**config.mk**
```make
export PLATFORM = sky130hd
export DESIGN_NAME = lector_contador
export DESIGN_NICKNAME = d
export VERILOG_FILES = /design/src/rtl/lector_contador.sv
export SDC_FILE = /design/constraint.sdc
export NUM_CORES = 1
export LEC_CHECK = 0
export ABC_CLOCK_PERIOD_IN_PS = 2200
export CORE_UTILIZATION = 35
export CTS_CLUSTER_DIAMETER = 40
export DETAILED_ROUTE_END_ITERATION = 16
export RECOVER_POWER = 50
export SYNTH_ARGS = -nofsm -noshare
export SYNTH_HDL_FRONTEND = slang
export SYNTH_SLANG_ARGS = --single-unit
```
**constraint.sdc**
```tcl
create_clock -name clk -period 2.2 [get_ports clk]
set_input_delay 0.44 -clock clk [delete_from_list [all_inputs] [get_ports clk]]
set_output_delay 0.44 -clock clk [all_outputs]
set_load 0.02 [all_outputs]
```
**src/rtl/lector_contador.sv**
```systemverilog
// lector_contador: sweeps the push-counter query port over idx 0..NUM_FIFOS-1 and holds every count.
// Defining LECTOR_TOTAL_EN adds a registered 9-bit `total` output, the sum of the captured counts.
module lector_contador #(
  parameter int NUM_FIFOS = 5,
  parameter int DATA_W    = 6,
  parameter int TIMEOUT   = 15
) (
  input  logic              clk,
  input  logic              reset_L,
  input  logic              start,
  input  logic              valid,
  input  logic [DATA_W-1:0] data,
  output logic              req,
  output logic [2:0]        idx,
  output logic [DATA_W-1:0] cnt0,
  output logic [DATA_W-1:0] cnt1,
  output logic [DATA_W-1:0] cnt2,
  output logic [DATA_W-1:0] cnt3,
  output logic [DATA_W-1:0] cnt4,
  output logic              busy,
  output logic              done,
  output logic              err
`ifdef LECTOR_TOTAL_EN
  ,
  output logic [8:0]        total
`endif
);

  typedef enum logic [1:0] {
    ST_IDLE = 2'd0,
    ST_REQ  = 2'd1,
    ST_GAP  = 2'd2,
    ST_DONE = 2'd3
  } state_t;

  localparam logic [2:0] K_LAST = 3'(NUM_FIFOS - 1);
  localparam logic [7:0] W_LAST = 8'(TIMEOUT - 1);

  state_t            state_q, state_d;
  logic [2:0]        k_q, k_d;
  logic [7:0]        w_q, w_d;
  logic              req_q, req_d;
  logic              busy_q, busy_d;
  logic              done_q, done_d;
  logic              err_q, err_d;
  logic [DATA_W-1:0] cnt_q [NUM_FIFOS];
  logic [DATA_W-1:0] cnt_d [NUM_FIFOS];

  // Next-state and next-output logic for the poll sweep.
  always_comb begin
    state_d = state_q;
    k_d     = k_q;
    w_d     = w_q;
    req_d   = req_q;
    busy_d  = busy_q;
    done_d  = 1'b0;
    err_d   = err_q;
    for (int i = 0; i < NUM_FIFOS; i++) begin
      cnt_d[i] = cnt_q[i];
    end

    case (state_q)
      ST_IDLE: begin
        req_d = 1'b0;
        if (start) begin
          k_d     = 3'd0;
          w_d     = 8'd0;
          err_d   = 1'b0;
          req_d   = 1'b1;
          busy_d  = 1'b1;
          state_d = ST_REQ;
        end else begin
          state_d = ST_IDLE;
        end
      end
      ST_REQ: begin
        // A response in the timeout cycle still counts as a good capture.
        if (valid) begin
          cnt_d[k_q] = data;
          w_d        = 8'd0;
          req_d      = 1'b0;
          state_d    = ST_GAP;
        end else if (w_q == W_LAST) begin
          cnt_d[k_q] = {DATA_W{1'b0}};
          err_d      = 1'b1;
          w_d        = 8'd0;
          req_d      = 1'b0;
          state_d    = ST_GAP;
        end else begin
          w_d     = w_q + 8'd1;
          req_d   = 1'b1;
          state_d = ST_REQ;
        end
      end
      ST_GAP: begin
        if (k_q == K_LAST) begin
          req_d   = 1'b0;
          busy_d  = 1'b0;
          done_d  = 1'b1;
          state_d = ST_DONE;
        end else begin
          k_d     = k_q + 3'd1;
          req_d   = 1'b1;
          state_d = ST_REQ;
        end
      end
      ST_DONE: begin
        req_d   = 1'b0;
        busy_d  = 1'b0;
        state_d = ST_IDLE;
      end
      default: begin
        req_d   = 1'b0;
        busy_d  = 1'b0;
        state_d = ST_IDLE;
      end
    endcase
  end

  // Sweep state, index, wait counter, captured counts and status flags.
  always_ff @(posedge clk or negedge reset_L) begin
    if (!reset_L) begin
      state_q <= ST_IDLE;
      k_q     <= 3'd0;
      w_q     <= 8'd0;
      req_q   <= 1'b0;
      busy_q  <= 1'b0;
      done_q  <= 1'b0;
      err_q   <= 1'b0;
      for (int i = 0; i < NUM_FIFOS; i++) begin
        cnt_q[i] <= {DATA_W{1'b0}};
      end
    end else begin
      state_q <= state_d;
      k_q     <= k_d;
      w_q     <= w_d;
      req_q   <= req_d;
      busy_q  <= busy_d;
      done_q  <= done_d;
      err_q   <= err_d;
      for (int i = 0; i < NUM_FIFOS; i++) begin
        cnt_q[i] <= cnt_d[i];
      end
    end
  end

`ifdef LECTOR_TOTAL_EN
  logic [8:0] total_q, total_d;

  // Sum is formed in the last GAP cycle so it lands together with done.
  always_comb begin
    total_d = total_q;
    if (state_q == ST_GAP && k_q == K_LAST) begin
      total_d = 9'd0;
      for (int i = 0; i < NUM_FIFOS; i++) begin
        total_d = total_d + 9'(cnt_q[i]);
      end
    end else begin
      total_d = total_q;
    end
  end

  // Holding register for the sweep total.
  always_ff @(posedge clk or negedge reset_L) begin
    if (!reset_L) begin
      total_q <= 9'd0;
    end else begin
      total_q <= total_d;
    end
  end

  assign total = total_q;
`endif

  assign req  = req_q;
  assign idx  = k_q;
  assign busy = busy_q;
  assign done = done_q;
  assign err  = err_q;
  assign cnt0 = cnt_q[0];
  assign cnt1 = cnt_q[1];
  assign cnt2 = cnt_q[2];
  assign cnt3 = cnt_q[3];
  assign cnt4 = cnt_q[4];

endmodule

```
Yosys cells after proc, flatten, opt, wreduce, memory -nomap -nowiden --
Cells that the tools add are included. Widths: inputs -> output; s select.
Storage, ports and cells: bits in registers 47, bits of input ports 10, output and inout bits 37, logic and storage cells 71
Cells by class: $add $sub $neg 2, $lt $le $gt $ge 2, eq/ne operators 10, muxes and demuxes 31, bitwise operators 3, reduce and logical (&&, ||, !) cells 11
Operators by type and width (count):
- $mux 30 | 2
- $and 30x30->30 | 1
- $bwmux 30 | 1
- $not 30->30 | 1
- $mux 8 | 3
- $demux 6 s3 | 1
- $pmux 8 s2 | 1
- $mux 1 | 12
- $ne 2x2->1 const B | 5
- $add 8x1->8 const B | 1
- $eq 8x4->1 const B | 1
- $pmux 2 s4 | 1
- $mux 2 | 3
- $mux 3 | 2
- $mux 6 | 1
- $pmux 3 s2 | 1
- $reduce_and 3->1 | 2
- $reduce_bool 2->1 | 3
- $eq 2x2->1 const B | 2
- $ge 4x4->1 const B | 1
- $lt 4x1->1 const B | 1
- $not 3->4 | 1
- $pmux 1 s4 | 1
- $reduce_and 2->1 | 2
- 9 further kinds | 9

Logic depth before layout (Yosys ltp) --
Gate-level depths: netlist (run 1).
word-level depth 9, depth in mapped cells 7, depth with buffers taken out 6

Worst setup path after synthesis (run 1) --
OpenSTA, ideal clock, no wires.
path type register -> register, from reg w_q[0], to reg cnt_q (netlist bit cnt0[0]), setup time 0.125 ns, data arrival time 1.724 ns, required time 2.075 ns, setup slack 0.351 ns, stages on the path, launching flop included 8, clock period less this slack 1.849 ns, cell sequence dfrtp_1 inv_1 ha_1 and4b_4 a21oi_4 and3b_1 buf_6 mux2_4
On the way: cells in the longest elaborated chain, start to end 3
Ends and longest elaborated chain:
- start, declared | RTL line 41 | logic [7:0] w_q, w_d;
- start signal, assigned | RTL line 136 | w_q <= w_d;
- $eq 8x4->1 | RTL line 83 | end else if (w_q == W_LAST) begin
- $reduce_bool 2->1 (no source line)
- $reduce_and 2->1 (no source line)
- end signal, assigned by index | RTL line 131 | cnt_q[i] <= {DATA_W{1'b0}};
- end signal, assigned by index | RTL line 142 | cnt_q[i] <= cnt_d[i];
- end, declared | RTL line 46 | logic [DATA_W-1:0] cnt_q [NUM_FIFOS];
No other way between the ends. A chain may end at the register's enable or synchronous reset.

Worst setup path after layout (run 1) --
from reg w_q[0], to reg cnt_q (netlist bit cnt0[1])
The elaborated chain is that of the path after synthesis.

==> run summary, run 1 <==
clk slew on worst S/H paths -> 0.09 ns
Hold WC Path Type -> in2async
FMAX -> 498.2 MHz
routed via count -> 1,523
R2R Setup Slk -> 0.19 ns
pin count of the biggest net entering global routing -> 25
Synth cell types -> 38
largest family of logic cells by synthesized area -> multiplexers
WP data required -> 2.40 ns
register bit total from synthesis -> 47
CTS Buffer Depth -> 2
Final setup viols -> 0
WP data arrival -> 2.21 ns
# clock sinks -> 47
P&R area growth vs syn -> 31.90%
nets -> 247
antenna cell count -> 0
Initial Util -> 36.62%
DRC violations left -> 0
share of the synthesized area in the top cell type -> 53.93%
share of cells above drive strength 1 -> 22.65%
reg2reg start -> w_q[0]
Rel. slew slack -> 16.93%
Fin. Hold Viols -> 0
hold buffer count at cts -> 0
Post-CTS Setup Repair Bufs -> 0
CTS tree -> yes
cell leakage power -> 1.318 nW
std cell rows -> 28
synth warn -> 0
synth top area cells -> dfrtp_1 (54%), mux2_2 (12%), mux2_4 (4.1%), o21ai_0 (3.0%), nand2_1 (2.4%)
status -> completed
worst r2r path cells -> 6
number of flops mapped to enable cells by yosys -> 0
post-synthesis cell count -> 176
Placement Cell Area -> 2780 sq um
initial antenna violation count -> 0
Initial DRT Pass Iterations -> 5
adder-cell area share of the yosys netlist -> 2.295%
post-route design area -> 2877 sq um
PostCTS Resize Cnt -> 0
top-count cell post-synth -> dfrtp_1
Synth async-reset ratio -> 100.0%
DP HPWL -> 3382 microns
Root Buffer -> clkbuf_8
crit end category -> register
Pwr Total -> 0.003385 W
input/output buffers -> 46
Total GRT Usage -> 15.43%
mux share of post-synthesis cell area -> 16.52%
dominant synthesized flop cell -> dfrtp_1
Cell Area, Synth -> 2181 sq um
critical path class -> reg2reg
WL per Instance -> 14.45 microns
DIE AREA -> 6550 sq um
area leader, netlist -> dfrtp_1
vias in the first global route -> 1,471
CTS buffer count -> 5
Post-Synth Simple-Gate Area -> 15.78%
Detailed Route WL -> 4466 microns
vias per cell -> 4.929
post-route ant nets -> 0
transition time of the tightest slew-check pin -> 1.246 ns
syn_nets -> 190
die height -> 80.94 microns
pwr dens -> 1177 nW/um^2
Syn Area/Cell -> 12.39 sq um
total grt overflow -> 0
critical path startpoint category -> register
complex-gate fraction of the synthesized area -> 8.721%
Worst VDD drop -> 608.9 uV
Synth Area in XOR/XNOR -> 0%
post-route minimum period -> 2.007 ns
Final TNS setup -> 0 ns
Tcrit/Tclk final -> 91.25%
most frequent cells after synthesis -> dfrtp_1 (47), mux2_2 (24), nand2_1 (14), o21ai_0 (13), inv_1 (8)
CORE AREA -> 5956 sq um
Worst R2R End -> cnt0[1]
RSZ-0062 raised after global routing -> no
IO Pins -> 47
CP Max Fanout -> 6
register area share after synthesis -> 53.93%
Max Slew Vio Count -> 0
Placer Congestion -> 0.7258
Die Width -> 80.94 microns
max cap viols -> 0
H-Tree Depth -> 2
final worst clock skew -> 0.008026 ns
fillcell total -> 563
first-pass GRT wire length -> 7452 microns
drt initial violations -> 74
latest clock arrival within the worst-skew pair -> 0.31 ns
==> report_power, final <==
| group | leakage [nW] | switching, W | internal, W |
|---|---|---|---|
| registers | 0.626 | 0.000193 | 0.00112 |
| clock network | 0.0587 | 0.000310 | 0.000345 |
| logic | 0.634 | 0.000698 | 0.000724 |
| total | 1.32 | 0.00120 | 0.00218 |
==> kinds of logic (layout without fill, tap and decap cells) <==
| group | after synthesis | after routing |
|---|---|---|
| AO/OA/AOI/OAI | 30 | 30 |
| AND/OR/NAND/NOR | 52 | 52 |
| flip-flops | 47 | 47 |
| multiplexers | 30 | 30 |
| adder cells (fa/ha/maj) | 4 | 4 |
| buffers and inverters | 13 | 71 |
==> worst max path at each step <==
stage          startpoint       to  slack [ns]  cells after the start
4_1_cts            w_q[0]  cnt0[1]        0.18                      6
2_1_floorplan      w_q[0]  cnt0[0]        0.35                      7
3_3_place_gp        valid  cnt0[4]        0.18                      4
5_1_grt            w_q[0]  cnt0[0]         0.1                      6
6_report           w_q[0]  cnt0[1]        0.19                      6
3_5_place_dp        valid   w_q[5]        0.08                      5
==> sequential cells by signal, summed over array words and instances (netlist names) <==
name	flops
busy	1
cnt0	6
cnt1	6
cnt2	6
cnt3	6
cnt4	6
done	1
err	1
idx	3
req	1
state_q	2
w_q	8
==> critical path: stages, from the launching register on <==
cell and delay [ns]:
dfrtp_1 0.44, inv_1 0.07, ha_1 0.22, and4b_4 0.21
a21oi_4 0.30, and3b_1 0.34, mux2_4 0.33
==> per-layer routing <==
| metal | track usage, % | routed length (microns) | share of wire, % | vias to the layer above |
|---|---|---|---|---|
| met3 | 3.820 | 120 | 2.7 | 6 |
| met5 | 0 | 0 | 0 | - |
| met2 | 23.70 | 2097 | 47 | 25 |
| met1 | 20.68 | 2167 | 49 | 746 |
| li1 | - | - | - | 746 |
| met4 | 6.429 | 82 | 1.8 | 0 |
==> layout make-up <==
type	count	area, sq um	area share [%]
inverters	8	30.03	1.044
flip-flops and latches	47	1176	40.89
clock buffers	5	68.82	2.392
clock inverters	3	47.55	1.653
multi-input cells	116	944.7	32.84
well taps	75	93.84	3.262
repair buffers	55	515.5	17.92
==> metrics by stage <==
stage / instances / setup slack, ns / utilization [%] / hold slack [ns]
6_report: 309 / 0.1926 / 48.30 / 0.3666
5_1_grt: 309 / 0.09924 / 48.30 / 0.4868
4_1_cts: 309 / 0.1807 / 48.63 / 0.1186
3_5_place_dp: 301 / 0.07757 / 46.68 / 0.4685
3_3_place_gp: 301 / 0.1751 / 46.68 / 0.4679
2_1_floorplan: 176 / 0.3508 / - / 0.1444
==> layout by cell type, fill, tap and decap left out, types with 2 or more instances in the layout <==
cell type | netlist | routed
a21oi_1 | 6 | 6
a22o_1 | 3 | 3
and2_1 | 6 | 6
and3_1 | 2 | 2
buf_4 | 0 | 7
clkbuf_1 | 1 | 2
clkbuf_8 | 0 | 5
clkdlybuf4s50_1 | 0 | 36
dfrtp_1 | 47 | 47
dlygate4sd3_1 | 0 | 9
ha_1 | 4 | 4
inv_1 | 8 | 8
mux2_2 | 24 | 24
mux2_4 | 6 | 6
nand2_1 | 14 | 14
nand3_1 | 7 | 7
nor2_1 | 3 | 3
nor3_1 | 2 | 2
nor4b_4 | 2 | 2
o21ai_0 | 13 | 13
o21bai_1 | 2 | 2
or3_1 | 4 | 4
Power figures use the tool's default switching activity.
==> inputs of run 2 (changes only) <==
--- a/config.mk
+++ b/config.mk
@@ -9,6 +9,7 @@
 export CORE_UTILIZATION = 35
 export CTS_CLUSTER_DIAMETER = 40
 export DETAILED_ROUTE_END_ITERATION = 16
+export GPL_TIMING_DRIVEN = 0
 export RECOVER_POWER = 50
 export SYNTH_ARGS = -nofsm -noshare
 export SYNTH_HDL_FRONTEND = slang
==> run 2 against run 1 <==
Net effect:
- via count decreased by 0.72%
- non-clock buffer count decreased by 3
- clock skew increased by 0.0026 ns
- sequential power about the same
- final cell count decreased by 0.97%
- count of clock-buffer cells in the layout unchanged
- die area unchanged
- combinational power about the same
- critical path type unchanged
- critical endpoint is now cnt2[5]
==> run summary, run 2 (synthesis gave the netlist of run 1 again) <==
R2R Setup Slk -> 0.14 ns
max reg flops -> 8
cell leakage power -> 1.303 nW
CTS Buffer Depth -> 2
Rel. slew slack -> 45.21%
met3 Use GR -> 3.820%
RSZ-0062 raised after global routing -> no
Root Buffer -> clkbuf_8
Clock power frac -> 19.0%
Tcrit/Tclk final -> 93.67%
Total GRT Usage -> 15.62%
Die Width -> 80.94 microns
CTS tree -> yes
Final setup viols -> 0
nets -> 244
max cap viols -> 0
share of cells above drive strength 1 -> 21.21%
WP data arrival -> 2.25 ns
placed cells -> 298
CP Max Fanout -> 6
CTS buffer count -> 5
Worst VDD drop -> 610.5 uV
Flop pwr share -> 38.6%
most frequent cells in the layout -> dfrtp_1 (47), clkdlybuf4s50_1 (33), mux2_2 (24)
register area -> 1176 sq um
vias per cell -> 4.941
multi-input logic area -> 944.7 sq um
critical path class -> reg2reg
final core occ -> 47.77%
std cell rows -> 28
initial antenna violation count -> 0
leading cell type in the layout, fill and taps excluded -> dfrtp_1
drt initial violations -> 75
post-route minimum period -> 2.061 ns
vias in the first global route -> 1,496
Initial Util -> 36.62%
PostCTS Resize Cnt -> 0
die height -> 80.94 microns
DP HPWL -> 3282 microns
slack of the critical path -> 0.1393 ns
Sw Share -> 35.52%
DIE AREA -> 6550 sq um
Post-CTS Setup Repair Bufs -> 0
routed via count -> 1,512
DP Worst Slack -> -0.08834 ns
antenna cell count -> 0
Sw Pwr -> 0.001187 W
H-Tree Depth -> 2
Fin. Hold Viols -> 0
crit end category -> register
FMAX -> 485.3 MHz
Max Slew Vio Count -> 0
pin count of the biggest net entering global routing -> 33
latest clock arrival within the worst-skew pair -> 0.30 ns
total grt overflow -> 0
final worst clock skew -> 0.01062 ns
# clock sinks -> 47
Detailed Route WL -> 4474 microns
P_int -> 0.002156 W
Largest Register -> w_q
Layout Cells excl Fill -> 306
post-route ant nets -> 0
CORE AREA -> 5956 sq um
clk slew on worst S/H paths -> 0.10 ns
met1 usage -> 21.46%
WP data required -> 2.39 ns
met2 GRT Util -> 23.95%
critical path startpoint category -> register
fillcell total -> 570
input/output buffers -> 46
Logic pwr share -> 42.4%
Hold WC Path Type -> in2async
P&R area growth vs syn -> 30.46%
WL per Instance -> 14.62 microns
gr busiest metal -> met2
Placer Congestion -> 0.7600
IO Pins -> 47
first-pass GRT wire length -> 7638 microns
Initial DRT Pass Iterations -> 4
transition time of the tightest slew-check pin -> 0.8218 ns
status -> completed
hold buffer count at cts -> 0
pwr dens -> 1175 nW/um^2
DRC violations left -> 0
[run 2: cell count changes in the layout (fill, tap and decap cells not counted), sizes merged]
cell	before	now
buf	7	3
clkdlybuf4s50	36	33
dlygate4sd3	9	12
clkbuf	8	9
clkinv	1	2
inv	9	8
[run 2: path summary, 6_finish.rpt]
check,startpoint,end,cells after the start
worst max-delay path,w_q[0],cnt2[5],6
worst min-delay path,reset_L,cnt0[4],1
worst max register to register,w_q[0],cnt2[5],6
worst min register to register,cnt1[2],cnt1[2],1
max in group asynchronous,reset_L,busy,2
min in group clk,cnt1[2],cnt1[2],1
[run 2: per-stage QoR]
stage | hold slack, ns | setup TNS [ns] | power, W | area (sq um)
global route | 0.2712 | 0 | 0.003567 | 2845
CTS | 0.03760 | 0 | 0.003428 | 2863
finish | 0.1955 | 0 | 0.003343 | 2845
global placement | 0.4901 | -32.84 | 0.002743 | 2735
floorplan | 0.1444 | 0 | 0.002136 | 2181
detailed placement | 0.3817 | -1.009 | 0.002777 | 2750
[run 2: layout make-up]
cell class	instances	share of cell area (%)
plain buffers	5	1.011
clock buffers	5	2.419
clock inverters	3	1.539
inverters	8	1.055
multi-input cells	116	33.20
flip-flops and latches	47	41.34
well taps	75	3.298
repair buffers	47	16.14
[run 2: per-layer routing]
metal	up-vias	wire, microns
li1	740	-
met1	734	2133
met2	33	2150
met3	5	147
met4	0	43
met5	-	0
[run 2: power groups by stage]
| stage | Sequential, W | Clock [W] | Combinational (W) |
|---|---|---|---|
| final | 0.00129 | 0.000637 | 0.00142 |
| after global routing | 0.00133 | 0.000692 | 0.00154 |
| after CTS | 0.00130 | 0.000664 | 0.00146 |
| after detailed placement | 0.00132 | 0 | 0.00146 |
| after global placement | 0.00130 | 0 | 0.00144 |
| after floorplan | 0.00156 | 0 | 0.000571 |
[run 2: critical path, stage by stage, from the launching register on]
cell and delay (ns):
dfrtp_1 0.44, inv_1 0.08, ha_1 0.18, and4b_4 0.26, a21oi_4 0.11, nor4b_4 0.48, mux2_2 0.39
==> inputs of run 3 (changes only) <==
--- a/config.mk
+++ b/config.mk
@@ -6,6 +6,7 @@
 export NUM_CORES = 1
 export LEC_CHECK = 0
 export ABC_CLOCK_PERIOD_IN_PS = 2200
+export CAP_MARGIN = 20
 export CORE_UTILIZATION = 35
 export CTS_CLUSTER_DIAMETER = 40
 export DETAILED_ROUTE_END_ITERATION = 16
==> results of run 3 <==
Final layout, timing and power as in run 2 (identical DEF).
